`src/rtl/posit_pkg.sv`:
```
`default_nettype none
// ============================================================================
//  Module      : posit_pkg
//  Description : Shared widths, requester ids and payload types for the posit
//                normalization path (add/mul mantissa -> normalizer -> encode).
//  Contents    : POSIT_N / POSIT_W / POSIT_CW widths, req_id_t with REQ_ADD and
//                REQ_MUL, the S1 payload struct, the all-run count code.
//  Revision    : 1.0 - initial release
// ============================================================================
package posit_pkg;

    localparam int POSIT_N  = 16;
    localparam int POSIT_W  = POSIT_N + 1;          // datapath width
    localparam int POSIT_CW = $clog2(POSIT_N) + 1;  // shift-count width

    typedef logic [0:0] req_id_t;

    localparam req_id_t REQ_ADD = 1'b0;
    localparam req_id_t REQ_MUL = 1'b1;

    // Count code reported when every datapath bit equals the skip polarity.
    localparam logic [POSIT_CW-1:0] POSIT_CNT_ALL = '1;

    typedef struct packed {
        logic [POSIT_W-1:0] data;
        logic               ozb;
        req_id_t            tag;
    } s1_payload_t;

endpackage : posit_pkg
`default_nettype wire

```
`src/rtl/normalizer_16.sv`:
```
`default_nettype none
// ============================================================================
//  Module      : normalizer_16
//  Description : Combinational leading-run normalizer. Counts how many leading
//                bits of the 17-bit operand equal the skip polarity and shifts
//                them out (zero fill).
//  Ports       : i_in    [16:0] operand
//                i_ozb          run polarity to skip
//                o_r     [16:0] operand shifted left by the run length
//                o_count [4:0]  run length 0..16, or 31 when all bits match
//  Revision    : 1.0 - initial release
// ============================================================================
module normalizer_16
    import posit_pkg::*;
(
    input  logic [POSIT_W-1:0]  i_in,
    input  logic                i_ozb,
    output logic [POSIT_W-1:0]  o_r,
    output logic [POSIT_CW-1:0] o_count
);

    logic [POSIT_CW-1:0] w_run;
    logic                w_stop;

    // Walk from the MSB; the first bit that differs from ozb terminates the run.
    always_comb begin
        w_run  = '0;
        w_stop = 1'b0;
        for (int i = POSIT_W - 1; i >= 0; i--) begin
            if (!w_stop) begin
                if (i_in[i] == i_ozb) begin
                    w_run = w_run + POSIT_CW'(1);
                end else begin
                    w_stop = 1'b1;
                end
            end
        end
    end

    // An operand that is entirely ozb never terminates: report the saturated
    // code and keep the remainder left after a full N-bit shift.
    always_comb begin
        if (!w_stop) begin
            o_count = POSIT_CNT_ALL;
            o_r     = i_in << POSIT_N;
        end else begin
            o_count = w_run;
            o_r     = i_in << w_run;
        end
    end

endmodule : normalizer_16
`default_nettype wire

```
`src/rtl/posit_norm_arbiter.sv`:
```
`default_nettype none
// ============================================================================
//  Module      : posit_norm_arbiter
//  Description : Round-robin sharing of one normalizer_16 between the posit
//                adder (requester 0) and multiplier (requester 1). Two-stage
//                valid/ready pipeline: S1 holds the granted operand, S2 is the
//                output register. The requester id travels as the tag.
//  Ports       : clk, rst_n              clock, async active-low reset
//                i_flush                 synchronous pipeline clear
//                i_reqK_valid/in/ozb     requester K operand, K = 0,1
//                o_reqK_ready            requester K operand accepted
//                o_valid, i_ready        output handshake
//                o_r, o_count, o_tag     normalized value, shift count, id
//  Revision    : 1.0 - initial release
// ============================================================================
module posit_norm_arbiter
    import posit_pkg::*;
#(
    parameter int N    = 16,
    parameter int TAGW = 1
) (
    input  logic                 clk,
    input  logic                 rst_n,
    input  logic                 i_flush,
    input  logic                 i_req0_valid,
    input  logic [N:0]           i_req0_in,
    input  logic                 i_req0_ozb,
    output logic                 o_req0_ready,
    input  logic                 i_req1_valid,
    input  logic [N:0]           i_req1_in,
    input  logic                 i_req1_ozb,
    output logic                 o_req1_ready,
    output logic                 o_valid,
    input  logic                 i_ready,
    output logic [N:0]           o_r,
    output logic [$clog2(N):0]   o_count,
    output logic [TAGW-1:0]      o_tag
);

    // ------------------------------------------------------------------------
    // State
    // ------------------------------------------------------------------------
    req_id_t             rr_last_q,  rr_last_d;
    logic                s1_valid_q, s1_valid_d;
    s1_payload_t         s1_q,       s1_d;
    logic                o_valid_q,  o_valid_d;
    logic [POSIT_W-1:0]  o_r_q,      o_r_d;
    logic [POSIT_CW-1:0] o_count_q,  o_count_d;
    req_id_t             o_tag_q,    o_tag_d;

    // ------------------------------------------------------------------------
    // Pipeline advance
    // ------------------------------------------------------------------------
    logic w_adv2;
    logic w_adv1;

    assign w_adv2 = !o_valid_q || i_ready;
    assign w_adv1 = !s1_valid_q || w_adv2;

    // ------------------------------------------------------------------------
    // Arbiter: a lone requester wins; a tie goes to the one not served last.
    // ------------------------------------------------------------------------
    logic    w_grant_vld;
    req_id_t w_grant_id;
    logic    w_ready0;
    logic    w_ready1;
    logic    w_acc0;
    logic    w_acc1;
    logic    w_acc;

    always_comb begin
        w_grant_vld = i_req0_valid || i_req1_valid;
        w_grant_id  = REQ_ADD;
        if (i_req0_valid && i_req1_valid) begin
            w_grant_id = ~rr_last_q;
        end else if (i_req1_valid) begin
            w_grant_id = REQ_MUL;
        end
    end

    // A ready is only raised towards a valid requester, so every asserted
    // ready is an accept; the visible grant never leaves an unserved request.
    assign w_ready0 = w_grant_vld && (w_grant_id == REQ_ADD) && w_adv1 && !i_flush;
    assign w_ready1 = w_grant_vld && (w_grant_id == REQ_MUL) && w_adv1 && !i_flush;

    assign w_acc0 = i_req0_valid && w_ready0;
    assign w_acc1 = i_req1_valid && w_ready1;
    assign w_acc  = w_acc0 || w_acc1;

    assign o_req0_ready = w_ready0;
    assign o_req1_ready = w_ready1;

    // ------------------------------------------------------------------------
    // Shared normalizer between S1 and S2
    // ------------------------------------------------------------------------
    logic [POSIT_W-1:0]  w_norm_r;
    logic [POSIT_CW-1:0] w_norm_count;

    normalizer_16 u_norm (
        .i_in    (s1_q.data),
        .i_ozb   (s1_q.ozb),
        .o_r     (w_norm_r),
        .o_count (w_norm_count)
    );

    // ------------------------------------------------------------------------
    // Next-state logic
    // ------------------------------------------------------------------------
    always_comb begin
        rr_last_d  = rr_last_q;
        s1_valid_d = s1_valid_q;
        s1_d       = s1_q;
        o_valid_d  = o_valid_q;
        o_r_d      = o_r_q;
        o_count_d  = o_count_q;
        o_tag_d    = o_tag_q;

        // Readies are already gated by flush, so no accept can coincide with it.
        if (w_acc0) begin
            rr_last_d = REQ_ADD;
        end else if (w_acc1) begin
            rr_last_d = REQ_MUL;
        end

        if (i_flush) begin
            s1_valid_d = 1'b0;
        end else if (w_adv1) begin
            s1_valid_d = w_acc;
            if (w_acc) begin
                s1_d.tag  = w_grant_id;
                s1_d.data = (w_grant_id == REQ_MUL) ? i_req1_in  : i_req0_in;
                s1_d.ozb  = (w_grant_id == REQ_MUL) ? i_req1_ozb : i_req0_ozb;
            end
        end

        // S2 drains and refills in the same cycle, giving one result per clock.
        if (i_flush) begin
            o_valid_d = 1'b0;
        end else if (w_adv2) begin
            o_valid_d = s1_valid_q;
            if (s1_valid_q) begin
                o_r_d     = w_norm_r;
                o_count_d = w_norm_count;
                o_tag_d   = s1_q.tag;
            end
        end
    end

    // ------------------------------------------------------------------------
    // Registers
    // ------------------------------------------------------------------------
    always_ff @(posedge clk or negedge rst_n) begin
        if (!rst_n) begin
            rr_last_q  <= REQ_MUL;  // requester 0 wins the first tie
            s1_valid_q <= 1'b0;
            s1_q       <= '0;
            o_valid_q  <= 1'b0;
            o_r_q      <= '0;
            o_count_q  <= '0;
            o_tag_q    <= REQ_ADD;
        end else begin
            rr_last_q  <= rr_last_d;
            s1_valid_q <= s1_valid_d;
            s1_q       <= s1_d;
            o_valid_q  <= o_valid_d;
            o_r_q      <= o_r_d;
            o_count_q  <= o_count_d;
            o_tag_q    <= o_tag_d;
        end
    end

    assign o_valid = o_valid_q;
    assign o_r     = o_r_q;
    assign o_count = o_count_q;
    assign o_tag   = TAGW'(o_tag_q);

endmodule : posit_norm_arbiter
`default_nettype wire

```
`config.mk`:
```
export PLATFORM = sky130hd
export DESIGN_NAME = posit_norm_arbiter
export DESIGN_NICKNAME = d
export VERILOG_FILES = /design/src/rtl/posit_pkg.sv /design/src/rtl/normalizer_16.sv /design/src/rtl/posit_norm_arbiter.sv
export SDC_FILE = /design/constraint.sdc
export NUM_CORES = 1
export LEC_CHECK = 0
export CAP_MARGIN = 10
export CORE_MARGIN = 4
export CORE_UTILIZATION = 39
export DETAILED_ROUTE_END_ITERATION = 8
export SETUP_SLACK_MARGIN = 0.2
export SYNTH_ARGS = -nofsm -noshare
export SYNTH_HDL_FRONTEND = slang
export SYNTH_SLANG_ARGS = --single-unit
```
`constraint.sdc`:
```
create_clock -name clk -period 12.9 [get_ports clk]
set_input_delay 2.58 -clock clk [delete_from_list [all_inputs] [get_ports clk]]
set_output_delay 2.58 -clock clk [all_outputs]
set_load 0.02 [all_outputs]
```
# After elaboration in Yosys (flattened, before gate mapping)
# Cells that the tools add are included.
classes:
  n_addsub: 16
  eq_ne: 17
  shift: 1
  n_mux: 78
  bitwise_logic: 3
  reduce_logical: 21
op_table:
  columns: ["operator", "n"]
  rows:
  - ["two-way mux 5 bit", 33]
  - ["adder 5 x 1 -> 5 bit, second input constant", 16]
  - ["two-way mux 1 bit", 43]
  - ["two-way mux 17 bit", 2]
  - ["== test 1 bit", 17]
  - ["<< shifter 17 x 5 -> 17 bit", 1]
  - ["logical AND 1 bit", 9]
  - ["AND reduction 3 bit", 2]
  - ["nonzero test 2 bit", 3]
  - ["logical OR 1 bit", 4]
  - ["zero test 1 bit", 3]
  - ["inverter 1 bit", 3]
totals:
  ff_bits: 45
  input_bits: 42
  out_inout_bits: 26
  word_cells: 145

# Depth between registers and ports, before layout
depth:
  depth_word: 52
  depth_mapped: 52
  depth_no_buf: 48

# By module
# A second synthesis with hierarchy kept.
hier_totals:
  cells_unflattened: 590
  area_unflattened_um2: 5047.3
by_module_without_submodules:
  columns: ["mod", "instances", "cells_per_inst", "area_per_inst_um2", "seq_area_each_um2"]
  rows:
  - ["normalizer_16", 1, 453, 3124.2, 0.0]
  - ["posit_norm_arbiter", 1, 137, 1923.1, 1127.3]

# Worst setup path before layout
# Ideal clock, no wire load.
synth_timing:
  path_type: "reg2reg"
  startpoint: "register s1_q[1] in the netlist's numbering"
  endpoint: "register o_r_q[14] (netlist: o_r[14])"
  setup_ns: 0.121
  arrival_ns: 9.010
  required_ns: 12.779
  path_slack_ns: 3.769
  path_stages_with_launch: 47
  path_buffers: 6
  period_less_slack_ns: 9.131
  cell_sequence: "dfrtp_1 buf_2 buf_2 buf_2 buf_2 buf_2 buf_1 nand4_1 o41ai_1 ha_1 mux2i_1 a21oi_1 nor2_1 nor2_1 nor2_1 ha_1 mux2i_1 nand3_1 [11 not listed] mux2i_1 xor2_1 o21ai_0 ha_1 mux2_2 ha_1 mux2_2 nand2_1 o221a_2 o21ai_0 ha_1 nand2_1 xor2_1 xnor2_4 mux4_2 mux2_2 mux2_2 a22o_1"
synth_via:
  elab_chain_len: 52
  word_cells_on_any_way: 101
  cone_classes: "16 x add/sub; 17 x eq/ne; 1 x shift; 67 x mux"
synth_lines:
  columns: ["element", "line", "source"]
  rows:
  - ["from (decl)", "posit_norm_arbiter.sv:45", "s1_payload_t s1_q, s1_d;"]
  - ["from (signal assigned)", "posit_norm_arbiter.sv:156", "s1_q <= '0;"]
  - ["from (signal assigned)", "posit_norm_arbiter.sv:164", "s1_q <= s1_d;"]
  - ["== test 1 bit", "normalizer_16.sv:31", "if (i_in[i] == i_ozb) begin"]
  - ["two-way mux 1 bit", "normalizer_16.sv:31", null]
  - ["adder 5 x 1 -> 5 bit", "normalizer_16.sv:32", "w_run = w_run + POSIT_CW'(1);"]
  - ["two-way mux 5 bit", "normalizer_16.sv:31", null]
  - ["two-way mux 5 bit", "normalizer_16.sv:30", "if (!w_stop) begin"]
  - ["adder 5 x 1 -> 5 bit", "normalizer_16.sv:32", null]
  - ["two-way mux 5 bit", "normalizer_16.sv:31", null]
  - ["two-way mux 5 bit", "normalizer_16.sv:30", null]
  - ["[36 not listed]", null, null]
  - ["adder 5 x 1 -> 5 bit", "normalizer_16.sv:32", null]
  - ["two-way mux 5 bit", "normalizer_16.sv:31", null]
  - ["two-way mux 5 bit", "normalizer_16.sv:30", null]
  - ["adder 5 x 1 -> 5 bit", "normalizer_16.sv:32", null]
  - ["two-way mux 5 bit", "normalizer_16.sv:31", null]
  - ["two-way mux 5 bit", "normalizer_16.sv:30", null]
  - ["<< shifter 17 x 5 -> 17 bit", "normalizer_16.sv:48", "o_r = i_in << w_run;"]
  - ["two-way mux 17 bit *", "normalizer_16.sv:43", "if (!w_stop) begin"]
  - ["to (signal assigned)", "posit_norm_arbiter.sv:166", "o_r_q <= o_r_d;"]
  - ["to (decl)", "posit_norm_arbiter.sv:47", "logic [POSIT_W-1:0] o_r_q, o_r_d;"]
# Mark *: on every way between the ends. The rest lies on a longest branch, timed or not.
# A chain may end at the register's enable or synchronous reset.

# Worst setup path in the final report
# Ends and elaborated chain as after synthesis.

==> metrics <==
Placeable Area roughly 12000 um^2; Gate Count Post-Synth about 560; number of warnings issued by yosys 0; max-slew violation count 0; number of global-route vias before repair between 4000 and 5000; final setup violating endpoints 0; drt first-iter violations 300; CTS tree built; number of I/O port buffers 67; routed len/inst 15.7 um; total number of nets in the final design between 600 and 700; synthesized area per cell 8.69 um^2; height of the chip between 100 and 150 um; global-route wire length before repair ~20000 um; power density relative to cell area between 150 and 200 nW/um^2; proportion of power drawn by flip-flops and latches around 25%; clock tree sinks 45; met3 Track Usage GR between 2 and 3%; critical path launch point type register; number of clock buffers inserted by TritonCTS 5; achievable frequency between 90 and 100 MHz; H-tree depth 2; area growth from synthesis to layout 18.2%; buffer count from post-CTS setup fixing 0; post-synth top area share between 20% and 30%; Relative slew margins about a quarter; CP peak stage delay roughly 630 ps; grt peak-use layer met2; P_sw 0.441 mW; Post-Route Utilization around 48%; internal power of the cells 0.559 mW; drc violations 0; Clk Tree Root Cell sky130_fd_sc_hd__clkbuf_16; cell type with the largest total area after synthesis sky130_fd_sc_hd__dfrtp_1; worst clock skew 2.74 ps; number of enable-type register cells in the synthesized netlist 0; summed instance area of the synthesized netlist ~4900 um^2; number of standard-cell rows in the floorplan 40; required time reported for the critical path endpoint between 10000 and 15000 ps; maximum number of pins on one net before global-route repair 47; All-Layer GR Usage about 17%; clk slew on worst S/H paths 60 ps; global routing usage on met2 27.5%; Most used DFF post-synth sky130_fd_sc_hd__dfrtp_1; proportion of synthesized flip-flops having asynchronous set or reset between 90% and 100%; Detailed Route WL 12100 um; slew at the pin with the worst max-slew slack 1150 ps; antenna violations before repair 0; Seq cells post-synth 45; most used standard cells in the synthesized netlist sky130_fd_sc_hd__mux2i_1 (70), sky130_fd_sc_hd__nand2_1 (67), sky130_fd_sc_hd__dfrtp_1 (44); number of different library cells in the post-synthesis netlist 86; Syn Nets just over 600; arrival time of the worst setup path ~10000 ps; most frequent cell on the critical path sky130_fd_sc_hd__ha_1; Antenna Violating Nets Remaining 0; last weighted congestion value of the routability-driven placer 0.884; reported max-cap violation count 0; detailed-routing iteration count for the pre-antenna-repair pass 6; critical path peak fanout 46; number of hold buffers added after CTS 0; via density per instance 5.56; Slowest cell on crit path sky130_fd_sc_hd__xnor2_4; share of final-layout standard cells stronger than drive strength 1 under 10%; initial cell density of the core approximately two fifths; Leak Pwr between 2 and 2.5 nW; cells taking the most area after synthesis sky130_fd_sc_hd__dfrtp_1 (23%), sky130_fd_sc_hd__mux2i_1 (14%), sky130_fd_sc_hd__nand2_1 (5.1%); worst setup path category register to register; total overflow reported by the global router 0; maximum vdd ir drop around 0.00015 V; antenna cells 0; Clock Latency Late Sink around 290 ps; final count of hold timing violations 0; accumulated negative setup slack 0 ps; Hold Crit Class register to register; Sw Ratio approximately 44%; via count around 4300; combinational power share 60.8%; CTS max path bufs 2; final critical-path share of the clock period 79.2%; outcome finished, final reports clean; Die Footprint approximately 14000 um^2; PostCTS Resize Cnt 0; met1 capacity usage during global routing a little under a quarter; capturing element type of the critical path register; I/O pin count 68; part of the Yosys area used for sequential elements roughly 23%; Clock power frac about 14%; RSZ-0062 raised after global routing false; shortest period the worst path allows around 10000 ps; HPWL reported at the end of detailed placement 9280 um; dominant cell by count in the synthesized netlist sky130_fd_sc_hd__mux2i_1; chip width 120 um
routing by layer:
| layer | routed length (um) | share of wire [%] |
|---|---|---|
| met5 | 0 | 0 |
| met4 | 173 | 1.4 |
| met3 | 497 | 4.1 |
| met2 | 5660 | 47 |
| met1 | 5820 | 48 |
cell usage in the layout, fill, tap and decap left out, types with 6 or more instances in the layout:
cell and count:
sky130_fd_sc_hd__nor2_1 35, sky130_fd_sc_hd__a21oi_1 17, sky130_fd_sc_hd__o21ai_0 38, sky130_fd_sc_hd__dfrtp_1 44
sky130_fd_sc_hd__inv_1 14, sky130_fd_sc_hd__mux2i_1 70, sky130_fd_sc_hd__clkdlybuf4s50_1 66, sky130_fd_sc_hd__a31oi_1 6
sky130_fd_sc_hd__xnor2_1 12, sky130_fd_sc_hd__a22o_1 10, sky130_fd_sc_hd__nand3_1 18, sky130_fd_sc_hd__xor2_1 10
sky130_fd_sc_hd__nor2b_1 12, sky130_fd_sc_hd__or3_1 7, sky130_fd_sc_hd__nand2b_1 9, sky130_fd_sc_hd__mux2_2 10
sky130_fd_sc_hd__nor3_1 9, sky130_fd_sc_hd__a21o_1 6, sky130_fd_sc_hd__nand2_1 67, sky130_fd_sc_hd__ha_1 13
cell families after synthesis:
family          Yosys count  share of synthesized area, %
simple gates            205                          22.0
compound gates          128                          19.2
mux                      84                          18.1
buf+inv                  54                          4.99
flops                    45                          23.0
xor+xnor                 33                          9.15
fa+ha+maj                14                          3.53
critical path, delay by kind of cell, from the launching register on:
family | cells | cell delay (ps)
AOI/OAI and AO/OA | 13 | 2490
DFF | 1 | 510
adders and majority gates | 8 | 2300
muxes | 7 | 1890
buffers and inverters | 2 | 520
and+or+nand+nor | 8 | 1400
xor gates and xnor gates | 3 | 950
final timing paths:
| kind | depth (start not counted) | from | slack, ps | to |
|---|---|---|---|---|
| worst max-delay path | 41 | s1_q[1]$_DFFE_PN0P_ | 2680 | o_r[14]$_DFFE_PN0P_ |
| worst min-delay path | 1 | o_r[4]$_DFFE_PN0P_ | 480 | o_r[4]$_DFFE_PN0P_ |
| worst max register to register | 41 | s1_q[1]$_DFFE_PN0P_ | 2680 | o_r[14]$_DFFE_PN0P_ |
| worst min register to register | 1 | o_r[4]$_DFFE_PN0P_ | 480 | o_r[4]$_DFFE_PN0P_ |
| max in group asynchronous | 1 | rst_n | 9820 | s1_q[18]$_DFFE_PN0P_ |
| min in group asynchronous | 1 | rst_n | 2460 | o_r[2]$_DFFE_PN0P_ |
final cells by class:
cell class | instances | area (um^2)
clock buffer | 6 | 129
clock inverter | 2 | 35.0
fill | 1155 | 6380
inverter | 14 | 52.6
multi-input combinational | 464 | 3530
sequential | 45 | 1130
tap | 168 | 210
timing repair buffer | 72 | 703
stage by stage:
step	total power [mW]	area, um^2	cells	worst slack, ps	hold WS [ps]
2_1_floorplan	0.684	4890	563	3770	446
3_3_place_gp	0.847	5620	763	3160	461
3_5_place_dp	0.855	5620	763	2810	468
4_1_cts	1.00	5790	771	2790	484
5_1_grt	1.08	5790	771	1870	491
6_report	1.00	5790	771	2680	479
state kept, by name, indices dropped and copies added, names as in the netlist:
register and count:
rr_last_q 1, o_r 17, o_count 5, s1_valid_q 1
s1_q 19, o_tag 1, o_valid 1
power groups by stage:
stage,logic [mW],registers [mW],clock network (mW)
floorplan,0.434,0.250,0
global placement,0.597,0.250,0
detailed placement,0.605,0.251,0
CTS,0.608,0.248,0.147
global route,0.673,0.259,0.152
finish,0.609,0.249,0.143
No activity file was read; power rests on OpenSTA's default activity.
